--- src/rtl/xaui_rx_sync_mon.sv ---
// XAUI receive monitor: per-lane code-group sync, ||A|| column deskew and code-error count.
// Define XAUI_RX_ERRCNT_EN to build the saturating err_count; otherwise err_count is tied to 0.
module xaui_rx_sync_mon #(
  parameter int ALIGN_COLS = 4,
  parameter int ERR_LIMIT  = 4
) (
  input  logic        xaui_clk,
  input  logic        reset,
  input  logic [63:0] mgt_rxdata,
  input  logic [7:0]  mgt_rxcharisk,
  input  logic [7:0]  mgt_rxcodecomma,
  input  logic [7:0]  mgt_rxcodevalid,
  input  logic        err_clr,
  output logic [3:0]  mgt_rxencommaalign,
  output logic        mgt_rxenchansync,
  output logic [3:0]  lane_sync,
  output logic        align_status,
  output logic [15:0] err_count
);

  typedef enum logic [2:0] {LOSS, CD1, CD2, CD3, SYNC} lane_state_e;
  typedef enum logic [1:0] {ALOSS, ADET, ALIGNED} align_state_e;

  localparam logic [1:0] BAD_MAX  = 2'(ERR_LIMIT - 1);
  localparam logic [3:0] COLS_MAX = 4'(ALIGN_COLS);

  lane_state_e  lane_state_q [4];
  lane_state_e  lane_state_d [4];
  logic [1:0]   bad_cnt_q    [4];
  logic [1:0]   bad_cnt_d    [4];
  logic [1:0]   good_cnt_q   [4];
  logic [1:0]   good_cnt_d   [4];
  logic [3:0]   lane_bad;
  logic [3:0]   lane_comma;

  logic [3:0]   lane_sync_q, lane_sync_d;
  logic [3:0]   comma_align_q, comma_align_d;
  logic         chan_sync_q, chan_sync_d;

  align_state_e align_state_q, align_state_d;
  logic [3:0]   acnt_q, acnt_d;
  logic [1:0]   mis_q, mis_d;
  logic         align_status_q, align_status_d;

  logic [7:0]   byte_is_a;
  logic [1:0]   slot_col;
  logic         a_col;
  logic         a_part;

  // NOTE: every always_comb output gets a default first so no path can infer a latch.
  always_comb begin
    for (int i = 0; i < 4; i++) begin
      lane_bad[i]     = ~mgt_rxcodevalid[2*i] | ~mgt_rxcodevalid[2*i+1];
      lane_comma[i]   = mgt_rxcodecomma[2*i] | mgt_rxcodecomma[2*i+1];
      lane_state_d[i] = lane_state_q[i];
      bad_cnt_d[i]    = bad_cnt_q[i];
      good_cnt_d[i]   = good_cnt_q[i];

      if (lane_state_q[i] == SYNC) begin
        if (lane_bad[i]) begin
          good_cnt_d[i] = '0;
          if (bad_cnt_q[i] == BAD_MAX) begin
            lane_state_d[i] = LOSS;
            bad_cnt_d[i]    = '0;
          end else begin
            bad_cnt_d[i] = bad_cnt_q[i] + 2'd1;
          end
        end else if (bad_cnt_q[i] != '0) begin
          // Four consecutive good cycles forgive one earlier bad cycle.
          if (good_cnt_q[i] == 2'd3) begin
            bad_cnt_d[i]  = bad_cnt_q[i] - 2'd1;
            good_cnt_d[i] = '0;
          end else begin
            good_cnt_d[i] = good_cnt_q[i] + 2'd1;
          end
        end
      end else if (lane_bad[i]) begin
        lane_state_d[i] = LOSS;
      end else if (lane_comma[i]) begin
        case (lane_state_q[i])
          LOSS:    lane_state_d[i] = CD1;
          CD1:     lane_state_d[i] = CD2;
          CD2:     lane_state_d[i] = CD3;
          default: lane_state_d[i] = SYNC;
        endcase
        bad_cnt_d[i]  = '0;
        good_cnt_d[i] = '0;
      end

      lane_sync_d[i] = (lane_state_d[i] == SYNC);
    end
    comma_align_d = ~lane_sync_d;
    chan_sync_d   = &lane_sync_d;
  end

  // Byte b belongs to lane b/2, slot b%2; an ||A|| is K28.3 flagged as a K character.
  always_comb begin
    for (int b = 0; b < 8; b++) begin
      byte_is_a[b] = (mgt_rxdata[8*b +: 8] == 8'h7C) & mgt_rxcharisk[b];
    end
  end

  assign slot_col[0] = byte_is_a[0] & byte_is_a[2] & byte_is_a[4] & byte_is_a[6];
  assign slot_col[1] = byte_is_a[1] & byte_is_a[3] & byte_is_a[5] & byte_is_a[7];
  assign a_col       = |slot_col;
  assign a_part      = (|byte_is_a) & ~a_col;

  always_comb begin
    align_state_d = align_state_q;
    acnt_d        = acnt_q;
    mis_d         = mis_q;
    if (!chan_sync_q) begin
      align_state_d = ALOSS;
      acnt_d        = '0;
      mis_d         = '0;
    end else begin
      case (align_state_q)
        ALOSS: begin
          if (a_col) begin
            align_state_d = ADET;
            acnt_d        = 4'd1;
          end
        end
        ADET: begin
          if (a_part) begin
            align_state_d = ALOSS;
            acnt_d        = '0;
          end else if (a_col) begin
            acnt_d = acnt_q + 4'd1;
            if (acnt_q + 4'd1 == COLS_MAX) begin
              align_state_d = ALIGNED;
              mis_d         = '0;
            end
          end
        end
        ALIGNED: begin
          if (a_col) begin
            mis_d = '0;
          end else if (a_part) begin
            if (mis_q == BAD_MAX) begin
              align_state_d = ALOSS;
              acnt_d        = '0;
              mis_d         = '0;
            end else begin
              mis_d = mis_q + 2'd1;
            end
          end
        end
        default: begin
          align_state_d = ALOSS;
          acnt_d        = '0;
          mis_d         = '0;
        end
      endcase
    end
    align_status_d = (align_state_d == ALIGNED);
  end

  // NOTE: state uses non-blocking assignments so every flop samples pre-edge values.
  always_ff @(posedge xaui_clk or posedge reset) begin
    if (reset) begin
      for (int i = 0; i < 4; i++) begin
        lane_state_q[i] <= LOSS;
        bad_cnt_q[i]    <= '0;
        good_cnt_q[i]   <= '0;
      end
      lane_sync_q    <= '0;
      comma_align_q  <= 4'hF;
      chan_sync_q    <= 1'b0;
      align_state_q  <= ALOSS;
      acnt_q         <= '0;
      mis_q          <= '0;
      align_status_q <= 1'b0;
    end else begin
      for (int i = 0; i < 4; i++) begin
        lane_state_q[i] <= lane_state_d[i];
        bad_cnt_q[i]    <= bad_cnt_d[i];
        good_cnt_q[i]   <= good_cnt_d[i];
      end
      lane_sync_q    <= lane_sync_d;
      comma_align_q  <= comma_align_d;
      chan_sync_q    <= chan_sync_d;
      align_state_q  <= align_state_d;
      acnt_q         <= acnt_d;
      mis_q          <= mis_d;
      align_status_q <= align_status_d;
    end
  end

  assign lane_sync          = lane_sync_q;
  assign mgt_rxencommaalign = comma_align_q;
  assign mgt_rxenchansync   = chan_sync_q;
  assign align_status       = align_status_q;

`ifdef XAUI_RX_ERRCNT_EN
  logic [15:0] err_count_q, err_count_d;
  logic        sync_err;

  always_comb begin
    sync_err = 1'b0;
    for (int i = 0; i < 4; i++) begin
      sync_err = sync_err | ((lane_state_q[i] == SYNC) & lane_bad[i]);
    end
    err_count_d = err_count_q;
    if (err_clr) begin
      err_count_d = '0;
    end else if (sync_err && err_count_q != 16'hFFFF) begin
      err_count_d = err_count_q + 16'd1;
    end
  end

  always_ff @(posedge xaui_clk or posedge reset) begin
    if (reset) err_count_q <= '0;
    else       err_count_q <= err_count_d;
  end

  assign err_count = err_count_q;
`else
  logic unused_err_clr;
  assign unused_err_clr = err_clr;
  assign err_count      = '0;
`endif

endmodule
--- config.mk ---
export PLATFORM = sky130hd
export DESIGN_NAME = xaui_rx_sync_mon
export DESIGN_NICKNAME = d
export VERILOG_FILES = /design/src/rtl/xaui_rx_sync_mon.sv
export SDC_FILE = /design/constraint.sdc
export NUM_CORES = 1
export LEC_CHECK = 0
export CORE_UTILIZATION = 41
export DETAILED_ROUTE_END_ITERATION = 8
export PLACE_DENSITY = 0.87
export SLEW_MARGIN = 10
export SYNTH_ARGS = -nofsm -noshare
export SYNTH_HDL_FRONTEND = slang
export SYNTH_SLANG_ARGS = --single-unit
--- constraint.sdc ---
create_clock -name xaui_clk -period 2 [get_ports xaui_clk]
set_clock_uncertainty 0.15 [all_clocks]
set_input_delay 0.4 -clock xaui_clk [delete_from_list [all_inputs] [get_ports xaui_clk]]
set_output_delay 0.4 -clock xaui_clk [all_outputs]
set_load 0.01 [all_outputs]
# Word level (Yosys, flattened, before mapping)
# Cells that the tools add are included.
# totals
inputBits,91
output_inout_bits,26
elab_cells,244
reg_bits,46
# op_classes
n_addsub,14
n_reduce_logical,26
muxes,93
bitwise_logic,33
n_eq_ne,59
# ops
operator,count
$mux W2,59
$eq A8 B7 Y1 const B,8
$mux W3,20
$pmux W3 S3,4
$mux W4,7
$eq A3 B3 Y1 const B,8
$ne A3 B2 Y1 const B,8
$eq A2 B2 Y1 const B,11
$ne A3 B3 Y1 const B,7
$reduce_and A4 Y1,5
$add A2 B1 Y2 const B,9
$reduce_bool A2 Y1,8
$and A1 B1 Y1,15
$eq A3 B1 Y1 const B,4
$eq A3 B2 Y1 const B,4
$logic_not A3 Y1,4
$pmux W2 S3,2
$pmux W4 S3,1
$reduce_and A3 Y1,4
$reduce_and A5 Y1,2
$not A1 Y1,9
$ne A2 B1 Y1 const B,4
$ne A4 B4 Y1 const B,2
$or A1 B1 Y1,8
9 further kinds,12

# Logic depth before layout (Yosys ltp)
# Gate-level depths: netlist of run 1.
# depth
depth_word,13
depth_mapped,7
mapped_depth_nobuf,7

# Least setup slack after synthesis of run 1
# OpenSTA, ideal clock, no wires.
# synth_timing
path_type,register to register
from,reg acnt_q[0]
to,reg mis_q[0]
t_arrival_ns,1.641
setup_time_ns,0.128
path_stages_with_launch,8
slack_ns,0.081
t_required_ns,1.722
cell_sequence,dfrtp_1 -> ha_1 -> nor2b_1 -> a32o_1 -> nand3_1 -> a21oi_2 -> o22ai_1 -> mux2_1
# synth_via
elab_chain_len,4
# synth_lines
item,line,rtl
"start, declared",41,"logic [3:0] acnt_q, acnt_d;"
"start signal, assigned",184,acnt_q <= acnt_d;
$add A4 B1 Y4,130,if (acnt_q + 4'd1 == COLS_MAX) begin
$eq A4 B3 Y1,130,
$ne A3 B3 Y1 (no line),-,
$reduce_and A5 Y1 (no line),-,
"end signal, assigned",185,mis_q <= mis_d;
"end, declared",42,"logic [1:0] mis_q, mis_d;"
# No other way between the ends.
# A chain may end at the register's enable or synchronous reset.

# Worst setup path in the final report of run 1
# layout_timing
from,in mgt_rxdata[20]
to,reg mis_q[0]
# layout_via
elab_chain_len,10
# layout_lines
item,line,rtl
"start, declared",9,"input logic [63:0] mgt_rxdata,"
$eq A8 B7 Y1 (*),99,byte_is_a[b] = (mgt_rxdata[8*b +: 8] == 8'h7C) & mgt_rxcharisk[b];
$and A1 B1 Y1 (*),99,
$and A1 B1 Y1 (3 in a row),103,assign slot_col[0] = byte_is_a[0] & byte_is_a[2] & byte_is_a[4] & byte_is_a[6];
$reduce_or A2 Y1,105,assign a_col = |slot_col;
$not A1 Y1,106,assign a_part = (|byte_is_a) & ~a_col;
$and A1 B1 Y1,106,
$ne A4 B4 Y1 (no line) or $ne A3 B3 Y1 (tied branches),-,
$reduce_and A5 Y1 (no line),-,
# Mark *: on every way between the ends. The rest lies on a longest branch, timed or not.

==> results.sh, run 1 <==
export IMPL_drtPass1Iterations=4
export IMPL_wl_met3_um=787
export IMPL_arrival_ps=1990
export IMPL_grt_pass1_wl_mm=12.2
export IMPL_ys_ff_latch=46
export IMPL_cap_violations=0
export IMPL_max_stage_delay_ps=370
export IMPL_grt_overflow=0
export IMPL_met2_wirelength_mm=4.08
export IMPL_muxShareOfSynthArea_pct=2.01
export IMPL_crit_top_cell="nor4_4"
export IMPL_final_antenna_net_count=0
export IMPL_critical_path_peak_fanout=4
export IMPL_irDropWorstVdd_v=0.000337
export IMPL_wl_per_cell_um=13.7
export IMPL_htreeDepth=2
export IMPL_ios=117
export IMPL_power_leakage_uw=0.00229
export IMPL_slew_violations=0
export IMPL_fillers=585
export IMPL_diodes=0
export IMPL_dpl_cell_area_um2=4430
export IMPL_placedCellCount=554
export IMPL_initialDrtViolationCount=89
export IMPL_die_y_um=89.1
export IMPL_antenna_found_initial=0
export IMPL_hpwl_mm=6.21
export IMPL_synth_area_um2=3110
export IMPL_rrSetupSlack_ps=50
export IMPL_synth_edf_count=0
export IMPL_ff2ff_path_depth=7
export IMPL_portBuffers=99
export IMPL_fmax_ghz=0.508
export IMPL_core_area_um2=7290
export IMPL_fin_area_um2=4750
export IMPL_instances_no_fill=574
export IMPL_final_hold_violation_count=0
export IMPL_wl_mm=7.87
export IMPL_synthArstFlopShare_pct=100
export IMPL_row_count=31
export IMPL_wl_met1_mm=2.89
export IMPL_nNetsFinal=580
export IMPL_vias=2943
export IMPL_synth_compound_area_share_pct=15.8
export IMPL_cts_buffer_depth=2
export IMPL_crit_required_ps=2020
export IMPL_chipWidth_um=89.1
export IMPL_fin_crit_ps=1970
export IMPL_tritoncts="done"
export IMPL_clk_pin_slew_ps=90
export IMPL_ys_seq_area_share_pct=37.2
export IMPL_yosys_warnings=0
export IMPL_postSynthAreaPerCell_um2=9.65
export IMPL_cts_buffers=5
export IMPL_drc_errors=0
export IMPL_power_density_nw_per_um2=412
export IMPL_highest_layer="met4"
export IMPL_synthXorXnorAreaFrac_pct=0.282
export IMPL_clk_latency_ps=290
export IMPL_fin_crit_sh_pct=98.5
export IMPL_synth_fa_ha_area_share_pct=6.04
export IMPL_ys_flop_type="dfrtp_1"
export IMPL_grt_max_degree=35
export IMPL_finalSetupViolations=0
export IMPL_synth_top_family_by_area="simple AND/OR/NAND/NOR gates"
export IMPL_grt_pass1_vias=2904
export IMPL_clock_root_buffer="clkbuf_8"
export IMPL_crit_slowest_cell="nor4_4"
export IMPL_crit_type="primary input to flop"
export IMPL_routabilityCongestion=0.828
export IMPL_viasPerCell=5.13
export IMPL_multi_input_area_um2=1990
export IMPL_drive_gt1_share_pct=24.0
export IMPL_synth_simple_area_share_pct=31.3
export IMPL_initial_core_util_pct=42.6
export IMPL_dieArea_um2=7930
export IMPL_cts_sinks=46
export IMPL_fin_util_pct=65.2
export IMPL_startpoint_type="primary input"
export IMPL_status="completed"
export IMPL_hold_buffers=0
export IMPL_synthDistinctLibCells=47
export IMPL_crit_path_end_kind="flop"
export IMPL_grt_usage_pct=19.9
export IMPL_cp_cell_sequence="dlygate4sd2_1 > nand4b_4 > nor4_4 > buf_4 > nor4_4 > nand3_1 > o22ai_2 > mux2_4"
export IMPL_hp_class="primary input to async pin"
export IMPL_rsz0062_at_grt="true"
export IMPL_seqCellArea_um2=1160
export IMPL_netlist_instances=322
export IMPL_syn_to_final_growth_pct=52.9
layer usage:
| layer | vias to the layer above | global-route usage (%) |
|---|---|---|
| li1 | 1450 | - |
| met1 | 1356 | 20.1 |
| met2 | 125 | 39.3 |
| met3 | 12 | 5.08 |
| met4 | 0 | 6.78 |
| met5 | - | 0 |
per-stage QoR:
stage	power, uW	TNS, ps	worst slack (ps)	hold WS (ps)
after floorplan	1130	0	81.0	318
after global placement	1370	-4150	-446	329
after detailed placement	1380	-5360	-569	345
after CTS	1980	0	5.06	224
after global routing	2050	-4.74	-4.74	235
final	1960	0	30.7	219
cell usage in the layout (no fill, tap or decap), types with 2 or more instances in the layout:
master / instances
clkdlybuf4s50_1: 27
a21oi_1: 18
nor3_1: 13
a32oi_1: 4
nand2_1: 25
ha_1: 14
buf_4: 44
o31ai_2: 2
nor4_4: 10
clkbuf_8: 7
a32o_1: 3
mux2i_1: 4
nand2_2: 8
mux2_4: 2
a22o_1: 2
nand2b_4: 8
o21ai_0: 17
a21o_1: 3
nor3b_1: 5
nor2_1: 24
nor2b_1: 4
a31oi_1: 2
nand4b_4: 7
dlygate4sd2_1: 71
a211oi_1: 2
o31ai_1: 7
nand4_1: 2
or4b_1: 4
conb_1: 16
nor3b_2: 2
dfrtp_1: 42
dfstp_2: 4
buf_6: 2
nand3_1: 10
o22ai_1: 4
nand4_4: 2
inv_1: 27
layout make-up:
class                      count  share of cell area, %
multi-input combinational    247                   41.8
timing repair buffer         146                   26.8
sequential                    46                   24.3
tap                           99                   2.61
inverter                      28                   2.21
clock buffer                   7                   2.03
clock inverter                 1                  0.184
sequential cells by signal, indices dropped and copies added, names as in the netlist:
register,cells
mis_q,2
mgt_rxencommaalign,4
mgt_rxenchansync,1
lane_state_q,12
align_status,1
bad_cnt_q,8
align_state_q,2
acnt_q,4
lane_sync,4
good_cnt_q,8
power by group:
group / switching [uW] / leakage, uW / total [uW] / internal, uW
registers: 16.5 / 0.000625 / 959 / 943
logic: 165 / 0.00161 / 371 / 205
clock network: 310 / 0.0000544 / 627 / 317
worst max-delay path: cells and delay by family:
kind	cells	cell delay [ps]
AO/OA/AOI/OAI	1	180
buffers and inverters	2	400
AND/OR/NAND/NOR	4	680
multiplexers	1	320
cell families (layout without fill, tap and decap cells):
| kind of cell | after synthesis | in the layout |
|---|---|---|
| other | 1 | 16 |
| AOI/OAI and AO/OA | 75 | 75 |
| DFF | 46 | 46 |
| muxes | 6 | 6 |
| adders and majority gates | 15 | 15 |
| and+or+nand+nor | 134 | 134 |
| buffers and inverters | 44 | 182 |
| xor gates and xnor gates | 1 | 1 |
what timing repair did:
item	in CTS	in global routing
pin swaps	26	8
resized for setup	99	16
hold endpoints to repair	0	0
endpoints found under the setup margin	9	8
buffers inserted	9	3
gates cloned	0	0
path summary, 6_finish.rpt:
| path | start | end |
|---|---|---|
| min in group xaui_clk | good_cnt_q[7] | good_cnt_q[7] |
| worst max register to register | acnt_q[0] | mis_q[0] |
| max in group asynchronous | reset | mgt_rxencommaalign[1] |
| worst min register to register | good_cnt_q[7] | good_cnt_q[7] |
| worst min-delay path | reset | align_state_q[0] |
| worst max-delay path | mgt_rxdata[20] | mis_q[0] |
synthesized netlist by cell type (3+ instances only):
| master | count | area (um2) |
|---|---|---|
| dfrtp_1 | 42 | 1050 |
| nand2_1 | 33 | 124 |
| inv_1 | 28 | 105 |
| nor2_1 | 24 | 90.1 |
| a21oi_1 | 19 | 95.1 |
| o21ai_0 | 17 | 85.1 |
| buf_4 | 16 | 120 |
| ha_1 | 15 | 188 |
| nor3_1 | 14 | 70.1 |
| nand3_1 | 11 | 55.1 |
| o31ai_1 | 9 | 67.6 |
| nand2b_1 | 8 | 50.1 |
| nor4_4 | 8 | 170 |
| nand4b_4 | 7 | 166 |
| nor2b_1 | 6 | 37.5 |
| nor3b_1 | 5 | 37.5 |
| o22ai_1 | 5 | 31.3 |
| a32o_1 | 4 | 40.0 |
| a32oi_1 | 4 | 35.0 |
| dfstp_2 | 4 | 105 |
| mux2i_1 | 4 | 40.0 |
| or4b_1 | 4 | 40.0 |
| a21o_1 | 3 | 22.5 |
No activity file was read; power rests on OpenSTA's default activity.
==> run 2, diff against run 1 <==
- CTS_CLUSTER_DIAMETER: unset -> 80
==> results of run 2 <==
No change in the layout: final DEF, timing and power equal those of run 1.
==> run 3, diff against run 2 <==
- CAP_MARGIN: unset -> 5
- TNS_END_PERCENT: unset -> 1
==> results.sh, run 3 (same netlist as run 1, synthesis figures left out) <==
export IMPL_status="completed"
export IMPL_dieArea_um2=7930
export IMPL_die_y_um=89.1
export IMPL_initial_core_util_pct=42.6
export IMPL_vias=2948
export IMPL_grt_max_degree=35
export IMPL_fin_crit_ps=1960
export IMPL_chipWidth_um=89.1
export IMPL_drc_errors=0
export IMPL_routabilityCongestion=0.828
export IMPL_startpoint_type="primary input"
export IMPL_seqCellArea_um2=1160
export IMPL_largest_reg_flops=12
export IMPL_crit_path_end_kind="flop"
export IMPL_final_cell_mix="72 x dlygate4sd2_1, 42 x dfrtp_1, 42 x buf_4, 27 x inv_1, 27 x clkdlybuf4s50_1"
export IMPL_pre_cts_ws_ps=-569
export IMPL_slew_violations=0
export IMPL_top_register="lane_state_q"
export IMPL_fmax_ghz=0.510
export IMPL_diodes=0
export IMPL_irDropWorstVdd_v=0.000337
export IMPL_cts_buffer_depth=2
export IMPL_wl_mm=7.81
export IMPL_antenna_found_initial=0
export IMPL_clock_root_buffer="clkbuf_8"
export IMPL_core_area_um2=7290
export IMPL_grt_pass1_vias=2904
export IMPL_tritoncts="done"
export IMPL_drtPass1Iterations=4
export IMPL_largestRegisters="lane_state_q x12, bad_cnt_q x8, good_cnt_q x8"
export IMPL_critical_path_peak_fanout=4
export IMPL_hp_class="primary input to async pin"
export IMPL_layout_commonest_cell="dlygate4sd2_1"
export IMPL_power_density_nw_per_um2=417
export IMPL_clk_pin_slew_ps=90
export IMPL_nNetsFinal=577
export IMPL_cap_violations=0
export IMPL_grt_usage_pct=19.9
export IMPL_clk_latency_ps=290
export IMPL_finalSetupViolations=0
export IMPL_grt_pass1_wl_mm=12.2
export IMPL_syn_to_final_growth_pct=51.1
export IMPL_power_leakage_uw=0.00226
export IMPL_crit_required_ps=2020
export IMPL_rsz0062_at_grt="true"
export IMPL_multi_input_area_um2=1960
export IMPL_fillers=597
export IMPL_arrival_ps=1990
export IMPL_power_total_uw=1960
export IMPL_ios=117
export IMPL_dpl_cell_area_um2=4430
export IMPL_cts_buffers=5
export IMPL_wl_per_cell_um=13.7
export IMPL_fin_crit_sh_pct=98.1
export IMPL_drive_gt1_share_pct=23.5
export IMPL_fin_area_um2=4700
export IMPL_setup_slack_ps=38.0
export IMPL_htreeDepth=2
export IMPL_hpwl_mm=6.21
export IMPL_whs_ps=219
export IMPL_cts_sinks=46
export IMPL_portBuffers=99
export IMPL_crit_type="primary input to flop"
export IMPL_grt_overflow=0
export IMPL_viasPerCell=5.16
export IMPL_final_hold_violation_count=0
export IMPL_initialDrtViolationCount=96
export IMPL_row_count=31
export IMPL_final_antenna_net_count=0
## run 3: final timing paths
check | from | to | slack [ps] | cells past startpoint
worst max register to register | acnt_q[0] | mis_q[0] | 50 | 7
worst min-delay path | reset | align_state_q[0] | 220 | 2
min in group xaui_clk | good_cnt_q[7] | good_cnt_q[7] | 370 | 2
worst min register to register | good_cnt_q[7] | good_cnt_q[7] | 370 | 2
worst max-delay path | mgt_rxdata[20] | mis_q[0] | 40 | 8
max in group asynchronous | reset | mgt_rxencommaalign[1] | 940 | 3
## run 3: final cells by class
type,instances,area share (%)
Clock inverter,1,0.186
Inverter,28,2.24
Tap cell,99,2.64
Clock buffer,7,2.05
Multi-Input combinational cell,247,41.7
Timing Repair Buffer,143,26.6
Sequential cell,46,24.6
## run 3: repair_timing
action | 4_1_cts | 5_1_grt
endpoints found under the setup margin | 9 | 8
hold buffers | 0 | 0
pin swaps | 26 | 1
resized for setup | 99 | 9
hold endpoints to repair | 0 | 0
buffers inserted | 9 | 0
## run 3: worst max-delay path: stages
cell	delay (ps)
dlygate4sd2_1	260
nand4b_4	110
nor4_4	50
buf_4	140
nor4_4	350
nand3_1	150
o22ai_2	190
mux2_4	320
## run 3: metrics by stage
step | setup TNS [ps] | util (%) | std cells
floorplan | 0 | - | 337
global placement | -4150 | 60.8 | 554
detailed placement | -5360 | 60.8 | 554
CTS | 0 | 63.9 | 571
global route | -73.1 | 64.4 | 571
finish | 0 | 64.4 | 571
## run 3: routing by layer
metal / GRT usage [%] / wire length, um / part of all wire [%]
met4: 6.78 / 145 / 1.9
met2: 39.3 / 4040 / 52
met5: 0 / 0 / 0
met1: 20.1 / 2870 / 37
met3: 5.08 / 759 / 9.7
## run 3: report_power, final
group	switching [uW]	leakage, uW	internal, uW
registers	16.4	0.000625	943
logic	165	0.00158	205
clock network	311	0.0000544	317
total	492	0.00226	1460
==> RTL change (settings of run 3) <==
The option `XAUI_RX_ERRCNT_EN` is turned on by a define.
--- a/src/rtl/xaui_rx_sync_mon.sv
+++ b/src/rtl/xaui_rx_sync_mon.sv
@@ -1,4 +1,6 @@
 // XAUI receive monitor: per-lane code-group sync, ||A|| column deskew and code-error count.
 // Define XAUI_RX_ERRCNT_EN to build the saturating err_count; otherwise err_count is tied to 0.
+`define XAUI_RX_ERRCNT_EN
+
 module xaui_rx_sync_mon #(
   parameter int ALIGN_COLS = 4,
Formal check against the unedited RTL: not equivalent (a bounded check fails within 10 cycles, from zero or initial values and one cycle with reset high).
==> RTL change against run 3 <==
- the run now ends with negative setup slack left
- worst hold slack worse by 0.013 ns
- cell area up 24%
- non-clock buffer count up 45
- total power up 42%
- via count up 26%
- setup slack worse by 0.10 ns
- register-to-register slack worse by 0.06 ns
- area after synthesis up 16%
- sequential cell count up 16
- utilization up 5.5 points
- wire length up 32%
- synthesized cell count up 21%
- maximum frequency down 4.9%
- critical path type unchanged
- highest routed layer unchanged
==> RTL change: results (changes against run 3) <==
* Outcome: complete, but fails checks
* Violated checks: negative setup slack
* Final WL at 10.3 mm (+32%)
* Max reg flops at 16 (+4)
* Nets at 689 (+19%)
* Syn Area/Cell at 9.24 um^2 (-4.3%)
* Sequential fraction of the synthesis area at 43.3% (+6.1 points)
* Vias at 3721 (+26%)
* Adder-cell share of the synthesized area at 5.57% (-0.47 points)
* Final Critical Period at 2.06 ns (+0.101 ns)
* Internal at 2.13 mW (+45%)
* GP Congestion at 0.871 (+5.2%)
* Xor/xnor share of the synthesized area at 3.65% (+3.4 points)
* Clock latency on the worst-skew pair at 0.34 ns (+0.05 ns)
* DP Area at 0.00539 mm^2 (+22%)
* Iter 0 DRT Violations at 100 (+4.2%)
* Post-synth top cells: 58 x dfrtp_1, 43 x nor2_1, 39 x nand2_1
* Met1 global-route usage at 22.8% (+2.7 points)
* Post-CTS Setup Bufs at 6 (-3)
* WL per Instance at 14.9 um (+8.7%)
* Compound-Gate Fraction of Synth Area at 14.1% (-1.7 points)
* Dpl cells at 671 (+21%)
* WP data arrival at 2.14 ns (+0.15 ns)
* Met2 WL post-DR at 5.66 mm (+40%)
* Post-DP HPWL at 7.59 mm (+22%)
* Post-cts repair resize count at 141 (+42%)
* Largest net degree at the start of global routing at 26 (-26%)
* Max IR drop VDD at 0.311 mV (-7.8%)
* Crit path largest cell delay at 0.30 ns (-0.05 ns)
* Clk pin slew, worst setup/hold paths at 0.07 ns (-0.02 ns)
* M2 GR Usage at 44.3% (+5.0 points)
* Pleak at 2.68 nW (+18%)
* Finish-stage setup viols at 6 (+6)
* Total negative setup slack at -0.179 ns (-0.179 ns)
* Synth top area cells: dfrtp_1 40%, ha_1 5.6%, nor2_1 4.5%, nand2_1 4.1%, o21ai_0 3.1%
* Number of port buffers at 116 (+17%)
* Clock Power at 1.11 mW (+77%)
* Final worst slack at -0.0634 ns (-0.101 ns)
* Comb. pwr at 403 uW (+8.9%)
* Met3 Wirelength at 711 um (-6.3%)
* First-pass GRT wire length at 15.9 mm (+30%)
* GR Util met3 at 5.98% (+0.90 points)
* CTS Buf Count at 9 (+4)
* Multiplexer area fraction after synthesis at 2.71% (+0.70 points)
* CTS HTree Levels at 3 (+1)
## RTL change: changes by cell type after synthesis, moves of 7 or more
cell / run 3 / this run
nor2_1: 24 / 43
dfrtp_1: 42 / 58
buf_4: 16 / 1
xor2_1: 0 / 11
nor4_4: 8 / 0
nand4b_1: 1 / 8
nand4b_4: 7 / 0
## RTL change: worst paths after layout
kind,from,end,slack (ns),depth (start not counted)
worst max register to register,acnt_q[0],mis_q[1],-0.01,7
worst min register to register,mis_q[1],mis_q[1],0.37,1
max in group asynchronous,reset,mgt_rxencommaalign[2],0.96,3
min in group xaui_clk,mis_q[1],mis_q[1],0.37,1
worst max-delay path,mgt_rxdata[6],acnt_q[0],-0.06,9
worst min-delay path,reset,bad_cnt_q[7],0.21,2
## RTL change: cell type report
cell class                      count  area, um^2
Multi-Input combinational cell    297        2200
Sequential cell                    62        1560
Inverter                           24        90.1
Timing Repair Buffer              188        1650
Tap cell                          105         131
Fill cell                         598        2510
Clock buffer                       12         155
Clock inverter                      4        45.0
